## src/rtl/dmem_arbiter_pkg.sv

```systemverilog
// Shared types and constants for the data-memory arbiter.
package dmem_arbiter_pkg;

  typedef enum logic [1:0] {
    S_IDLE = 2'd0,
    S_OWN0 = 2'd1,
    S_OWN1 = 2'd2
  } arb_state_e;

  localparam logic PORT0 = 1'b0;
  localparam logic PORT1 = 1'b1;

  // Ownership state belonging to a requester id.
  function automatic arb_state_e own_state(input logic id);
    return (id == PORT1) ? S_OWN1 : S_OWN0;
  endfunction

endpackage

```

## src/rtl/dmem_arbiter_rd_tag_pipe.sv

```systemverilog
// MEM_LAT-deep shift register carrying {valid,id} of issued reads so the
// returning memory data can be steered to the requester that asked for it.
module dmem_arbiter_rd_tag_pipe #(
  parameter int MEM_LAT = 1
) (
  input  logic clock,
  input  logic reset,
  input  logic push_valid,
  input  logic push_id,
  output logic pop_valid,
  output logic pop_id
);

  logic [MEM_LAT-1:0] vld_p;
  logic [MEM_LAT-1:0] id_p;

  // Valid bits are control and are cleared by reset, dropping in-flight reads.
  always_ff @(posedge clock) begin
    if (!reset) begin
      vld_p <= '0;
    end else begin
      vld_p[0] <= push_valid;
      for (int i = 1; i < MEM_LAT; i++) begin
        vld_p[i] <= vld_p[i-1];
      end
    end
  end

  // Tag ids only matter where their valid bit is set, so they shift freely.
  always_ff @(posedge clock) begin
    id_p[0] <= push_id;
    for (int i = 1; i < MEM_LAT; i++) begin
      id_p[i] <= id_p[i-1];
    end
  end

  assign pop_valid = vld_p[MEM_LAT-1];
  assign pop_id    = id_p[MEM_LAT-1];

endmodule

```

## src/rtl/dmem_arbiter.sv

```systemverilog
// Round-robin arbiter sharing the single-port data memory between the core
// (port 0) and the DMA/loader (port 1), with a bounded burst per ownership.
module dmem_arbiter
  import dmem_arbiter_pkg::*;
#(
  parameter int DATA_W    = 32,
  parameter int ADDR_W    = 32,
  parameter int MAX_BURST = 4,
  parameter int MEM_LAT   = 1
) (
  input  logic              clock,
  input  logic              reset,
  input  logic              req0,
  input  logic              req1,
  input  logic              we0,
  input  logic              we1,
  input  logic [ADDR_W-1:0] addr0,
  input  logic [ADDR_W-1:0] addr1,
  input  logic [DATA_W-1:0] wdata0,
  input  logic [DATA_W-1:0] wdata1,
  output logic              gnt0,
  output logic              gnt1,
  output logic [DATA_W-1:0] rdata0,
  output logic [DATA_W-1:0] rdata1,
  output logic              rvalid0,
  output logic              rvalid1,
  output logic [ADDR_W-1:0] memAddr,
  output logic [DATA_W-1:0] memDataOut,
  output logic              memWe,
  input  logic [DATA_W-1:0] memDataIn
);

  localparam int              CNT_W    = $clog2(MAX_BURST + 1);
  localparam logic [CNT_W-1:0] CNT_LAST = CNT_W'(MAX_BURST - 1);

  arb_state_e       state, state_nxt;
  logic [CNT_W-1:0] cnt, cnt_nxt;
  logic             last_owner, last_owner_nxt;

  logic own_id, own_req, oth_req, rel;
  logic push_valid, pop_valid, pop_id;

  // Grants are gated by reset so nothing leaks out while reset is held.
  assign gnt0 = reset && (state == S_OWN0) && req0;
  assign gnt1 = reset && (state == S_OWN1) && req1;

  // Ownership state, burst count and tie-break history.
  always_ff @(posedge clock) begin
    if (!reset) begin
      state      <= S_IDLE;
      cnt        <= '0;
      last_owner <= PORT1;
    end else begin
      state      <= state_nxt;
      cnt        <= cnt_nxt;
      last_owner <= last_owner_nxt;
    end
  end

  // Next ownership: release on owner dropping req or on its last burst beat.
  always_comb begin
    state_nxt      = state;
    cnt_nxt        = cnt;
    last_owner_nxt = last_owner;
    own_id         = (state == S_OWN1);
    own_req        = own_id ? req1 : req0;
    oth_req        = own_id ? req0 : req1;
    rel            = !own_req || (cnt == CNT_LAST);
    case (state)
      S_IDLE: begin
        if (req0 && req1) state_nxt = own_state(!last_owner);
        else if (req0)    state_nxt = S_OWN0;
        else if (req1)    state_nxt = S_OWN1;
      end
      S_OWN0, S_OWN1: begin
        if (rel) begin
          last_owner_nxt = own_id;
          cnt_nxt        = '0;
          if (oth_req)      state_nxt = own_state(!own_id);
          else if (own_req) state_nxt = state;
          else              state_nxt = S_IDLE;
        end else begin
          cnt_nxt = cnt + 1'b1;
        end
      end
      default: state_nxt = S_IDLE;
    endcase
  end

  // Memory side follows the granted requester; idle bus drives zeros.
  always_comb begin
    memAddr    = '0;
    memDataOut = '0;
    memWe      = 1'b0;
    if (gnt0) begin
      memAddr    = addr0;
      memDataOut = wdata0;
      memWe      = we0;
    end else if (gnt1) begin
      memAddr    = addr1;
      memDataOut = wdata1;
      memWe      = we1;
    end
  end

  assign push_valid = (gnt0 || gnt1) && !memWe;

  dmem_arbiter_rd_tag_pipe #(
    .MEM_LAT(MEM_LAT)
  ) u_rd_tag_pipe (
    .clock     (clock),
    .reset     (reset),
    .push_valid(push_valid),
    .push_id   (gnt1),
    .pop_valid (pop_valid),
    .pop_id    (pop_id)
  );

  assign rvalid0 = reset && pop_valid && (pop_id == PORT0);
  assign rvalid1 = reset && pop_valid && (pop_id == PORT1);
  assign rdata0  = rvalid0 ? memDataIn : '0;
  assign rdata1  = rvalid1 ? memDataIn : '0;

endmodule
```

## config.mk

```make
export PLATFORM = sky130hd
export DESIGN_NAME = dmem_arbiter
export DESIGN_NICKNAME = d
export VERILOG_FILES = /design/src/rtl/dmem_arbiter_pkg.sv /design/src/rtl/dmem_arbiter_rd_tag_pipe.sv /design/src/rtl/dmem_arbiter.sv
export SDC_FILE = /design/constraint.sdc
export NUM_CORES = 1
export LEC_CHECK = 0
export CAP_MARGIN = 10
export CORE_AREA = 2 2 114 116
export DETAILED_ROUTE_END_ITERATION = 10
export DIE_AREA = 0 0 116 118
export SYNTH_ARGS = -nofsm -noshare
export SYNTH_HDL_FRONTEND = slang
export SYNTH_SLANG_ARGS = --single-unit
```

## constraint.sdc

```tcl
create_clock -name clock -period 3.7 [get_ports clock]
set_input_delay 0.555 -clock clock [delete_from_list [all_inputs] [get_ports clock]]
set_output_delay 0.555 -clock clock [all_outputs]
set_load 0.02 [all_outputs]
```

Yosys cells after proc, flatten, opt, wreduce, memory -nomap -nowiden

Index checks and enable logic that the tools add are counted.

Add/sub/neg operators: 1
Shift-type cells: 0
Muxes and demuxes: 20
Reductions and logical operators: 17
Equal/unequal tests: 6
Divide/modulo/power cells: 0
$mul: 0
Order comparisons: 0
Bitwise operators: 1

Operators with widths:

| cell                                                            | number |
|---|---|
| 32-bit two-way mux                                              | 6 |
| 2-bit two-way mux                                               | 8 |
| 1-bit logical AND                                               | 9 |
| 1-bit two-way mux                                               | 4 |
| 4-bit != test, second input constant                            | 1 |
| 2-bit case mux with 2 select lines                              | 1 |
| 3-bit by 1-bit adder with 3-bit output, second input constant   | 1 |
| 3-bit by 2-bit == test with 1-bit output, second input constant | 1 |
| 3-bit two-way mux                                               | 1 |
| 3-bit != test, second input constant                            | 1 |
| 3-bit AND reduction                                             | 1 |
| 2-bit by 1-bit == test with 1-bit output, second input constant | 1 |
| 2-bit == test, second input constant                            | 1 |
| 1-bit zero test                                                 | 2 |
| 2-bit zero test                                                 | 1 |
| 1-bit logical OR                                                | 2 |
| 2-bit != test, second input constant                            | 1 |
| 2-bit AND reduction                                             | 1 |
| 2-bit OR reduction                                              | 1 |
| 1-bit NOT                                                       | 1 |

Input port bits: 166
Bits in latches: 0
Bits in writable memories: 0
Word-level logic and storage cells: 50
Memories: 0
Bits in read-only memories: 0
Flip-flop bits (word level): 8

Depth between registers and ports, before layout

Depth after elaboration: 7
Gate-level depth with buffers: 7

Cells and area by module

From an unflattened synthesis, not the netlist that was laid out.

Cell total of the unflattened synthesis: 215
Area, all modules: 1,646.6 um2

By module, submodules not included:

| module                   | instances | seq. area each (um2) | cells an instance | area each (um2) |
|---|---|---|---|---|
| dmem_arbiter             | 1         | 120.1                | 212               | 1,600.3 |
| dmem_arbiter_rd_tag_pipe | 1         | 40.0                 | 3                 | 46.3 |

Least setup slack after synthesis

No wires, ideal clock.

Kind: register to output
Start: register state[0]
End: output memAddr[0]
Setup slack: 1,445 ps
Stages on the path, launching flop included: 8
Data required time: 3,145 ps
Data arrival time: 1,700 ps
Path buffers: 2
Path through: dfxtp_1 > inv_1 > ha_1 > and3_1 > a21boi_2 > buf_6 > buf_6 > a22o_1

Cells in the longest elaborated chain, start to end: 5
Elaborated cells between the ends (all ways): 8
Those cells by class: 2 x eq/ne; 2 x mux; 4 x reduce/logical

Ends and longest elaborated chain:

| element                        | line               | text |
|---|---|---|
| start, declared                | dmem_arbiter.sv:36 | `arb_state_e state, state_nxt;` |
| start signal, assigned         | dmem_arbiter.sv:54 | `state <= state_nxt;` |
| 2-bit == test                  | dmem_arbiter.sv:45 | `assign gnt1 = reset && (state == S_OWN1) && req1;` |
| 1-bit logical AND (2 in a row) | dmem_arbiter.sv:45 |  |
| net gnt1                       | dmem_arbiter.sv:22 | `output logic gnt1,` |
| 32-bit two-way mux             | dmem_arbiter.sv:99 | `end else if (gnt1) begin` |
| 32-bit two-way mux             | dmem_arbiter.sv:95 | `if (gnt0) begin` |
| end, declared                  | dmem_arbiter.sv:27 | `output logic [ADDR_W-1:0] memAddr,` |

The timed path passes the listed nets, and every way through them passes these cells.

Worst setup path after layout

Start: input req1
End: output memAddr[11]

Cells in the longest elaborated chain, start to end: 3

Ends and longest elaborated chain:

| element            | line               | text |
|---|---|---|
| start, declared    | dmem_arbiter.sv:14 | `input logic req1,` |
| 1-bit logical AND  | dmem_arbiter.sv:45 |  |
| 32-bit two-way mux | dmem_arbiter.sv:99 |  |
| 32-bit two-way mux | dmem_arbiter.sv:95 |  |

Every way passes these cells.

==> results.tsv <==
metric	value	unit
worst skew pair latency	0.24	ns
Cell Rows	41	
Final period util	0.906	
worst vdd ir	0.000167	V
post-synthesis cell count	217	
filler cell count	1295	
Post-Route Skew	0.00688	ns
Post-Layout Inst Area	0.00487	mm²
CP Data Required Time	3.14	ns
Final Max Tran Viols	0	
IO Pins	299	
Area growth, synth to finish	193	%
f_max	0.298	GHz
relative slew slack	0.781	
post-CTS sizing	0	
max_cap viols	0	
GRT Overall Usage	0.150	
multi-input combinational cell area	0.00135	mm²
Hold WS	0.479	ns
Fin. Hold Viols	0	
placer congestion estimate	0.877	
total setup buffers inserted after CTS	0	
CTS Buf Count	3	
routed length per instance	16.7	µm
DIE AREA	0.0137	mm²
crit path capture type	output pin	
DRT Pass-1 Iters	4	
post-cts hold buffer count	0	
Inserted Diodes	0	
Post-Synthesis Cell Area	0.00166	mm²
drt initial violations	72	
Initial Util	0.134	
syn_nets	390	
RSZ-0062 raised after global routing	false	
Reg clk slew, reported paths	0.04	ns
CTS tree	done	
leakage power	0.00182	µW
number of global-route vias before repair	2852	
Setup Viol. Count Final	0	
number of port buffers	298	
Tightest Hold Check Type	flip-flop to flip-flop	
Critical Path AT	2.80	ns
largest net degree at the start of global routing	67	
Bufs on Longest Clock Path	2	
sequential standard cell area	160	µm²
Critical Path Source Type	primary input	
fin crit period	3.35	ns
layout cell share with drive strength beyond 1	0.0220	
Yosys cell types	24	
setup TNS	0	ns
Core Area	0.0124	mm²
initial antenna violation count	0	
die height	118	µm
warning count from the yosys run	0	
total number of H-tree levels	1	
Final ANT Viol Nets	0	
crit-path max FO	66	
dpl cell area	0.00480	mm²
Setup Crit Path Kind	primary input to output pin	
Post-Syn Area per Cell	7.66	µm²
Root Buffer Master	clkbuf_16	
fin nets	676	
Slew @ Worst Pin	0.328	ns
vias post-DR	2793	
Synth Register Bits	8	
Cell Pwr Density	235	mW/mm²
hpwl dp	9890	µm
total congestion overflow	0	
global-route wire length before repair	15900	µm
register area share after synthesis	0.0963	
detail-routed via count per cell	4.15	
Die X	116	µm
Tot Pwr	1150	µW
status	complete, no violations	
DRC viols	0	
number of clock sinks	8	
final WL	11200	µm
-- sequential cells by signal (all words and copies together), names as in the netlist --
register	count
cnt	3
last_owner	1
state	2
u_rd_tag_pipe.pop_id	1
u_rd_tag_pipe.pop_valid	1
-- synth_stat cells (all sizes together) --
cell	number	area share
a22o	65	0.34
and2	64	0.24
buf	14	0.065
clkbuf	9	0.020
dfxtp	8	0.096
nand2	8	0.018
ha	7	0.053
nand2b	7	0.026
a21boi	5	0.025
mux2i	5	0.030
inv	4	0.0090
nor2b	4	0.015
o21ai	4	0.012
and3	3	0.011
a21oi	2	0.0060
nand3b	2	0.0090
nor2	2	0.0045
nand3	1	0.0030
nand4	1	0.0038
o22ai	1	0.0038
o2bb2ai	1	0.0053
-- per-layer routing --
layer | wire length, µm | GRT usage
met1 | 3940 | 0.144
met5 | 0 | 0
met2 | 6170 | 0.307
met3 | 962 | 0.0407
met4 | 167 | 0.0327
-- worst max-delay path, stage by stage --
cell and delay [ns]:
clkdlybuf4s50_1 0.62, and3_1 0.26, a21boi_4 0.22, buf_12 0.28
a22o_1 0.20, clkdlybuf4s50_1 0.63
-- cell families after synthesis --
logic type / after synthesis / share of synthesized area
and+or+nand+nor: 92 / 0.332
buffers and inverters: 27 / 0.0948
adders and majority gates: 7 / 0.0527
AOI/OAI and AO/OA: 78 / 0.394
DFF: 8 / 0.0963
muxes: 5 / 0.0301
-- path summary, 6_finish.rpt --
check                   startpoint                                 end  slack (ns)  cells after the start
max                           req1                         memAddr[11]        0.35                      6
min            cnt[2]$_SDFFE_PN0P_                 cnt[2]$_SDFFE_PN0P_        0.48                      2
min reg2reg    cnt[2]$_SDFFE_PN0P_                 cnt[2]$_SDFFE_PN0P_        0.48                      2
max reg2reg  state[0]$_SDFFE_PN0P_  u_rd_tag_pipe.pop_valid$_SDFF_PN0_        1.87                      7
-- cell usage in the layout (no fill, tap or decap) --
| master | n |
|---|---|
| dfxtp_1 | 8 |
| and3_1 | 2 |
| nand3b_1 | 2 |
| a21boi_4 | 1 |
| mux2i_1 | 5 |
| o22ai_1 | 1 |
| nor2b_1 | 4 |
| a22o_1 | 65 |
| a21boi_0 | 4 |
| o21ai_0 | 4 |
| inv_1 | 4 |
| clkbuf_16 | 3 |
| buf_4 | 4 |
| a21oi_1 | 2 |
| nand3_1 | 1 |
| clkdlybuf4s50_1 | 298 |
| buf_12 | 2 |
| nand4_1 | 1 |
| ha_1 | 7 |
| and2_1 | 64 |
| and3_2 | 1 |
| o2bb2ai_1 | 1 |
| nor2_1 | 2 |
| nand2b_1 | 7 |
| nand2_1 | 8 |
-- metrics by stage --
step	util	instances	worst slack (ns)
after floorplan	-	217	1.45
after global placement	0.386	670	0.390
after detailed placement	0.386	670	0.331
after CTS	0.392	673	0.327
after global routing	0.392	673	0.269
final	0.392	673	0.349
-- cell type report --
class | count | area share
repair buffers | 304 | 0.627
multi-input cells | 182 | 0.278
well taps | 172 | 0.0442
flip-flops and latches | 8 | 0.0329
clock buffers | 3 | 0.0154
inverters | 4 | 0.00308
-- report_power, final --
part           internal, µW  total, µW  switching, µW  leakage (µW)
Sequential              108        127           18.7     0.0000652
Combinational           457        832            374       0.00171
Clock                   140        188           48.5     0.0000370
Note: power is estimated with default switching activity, not from simulation.
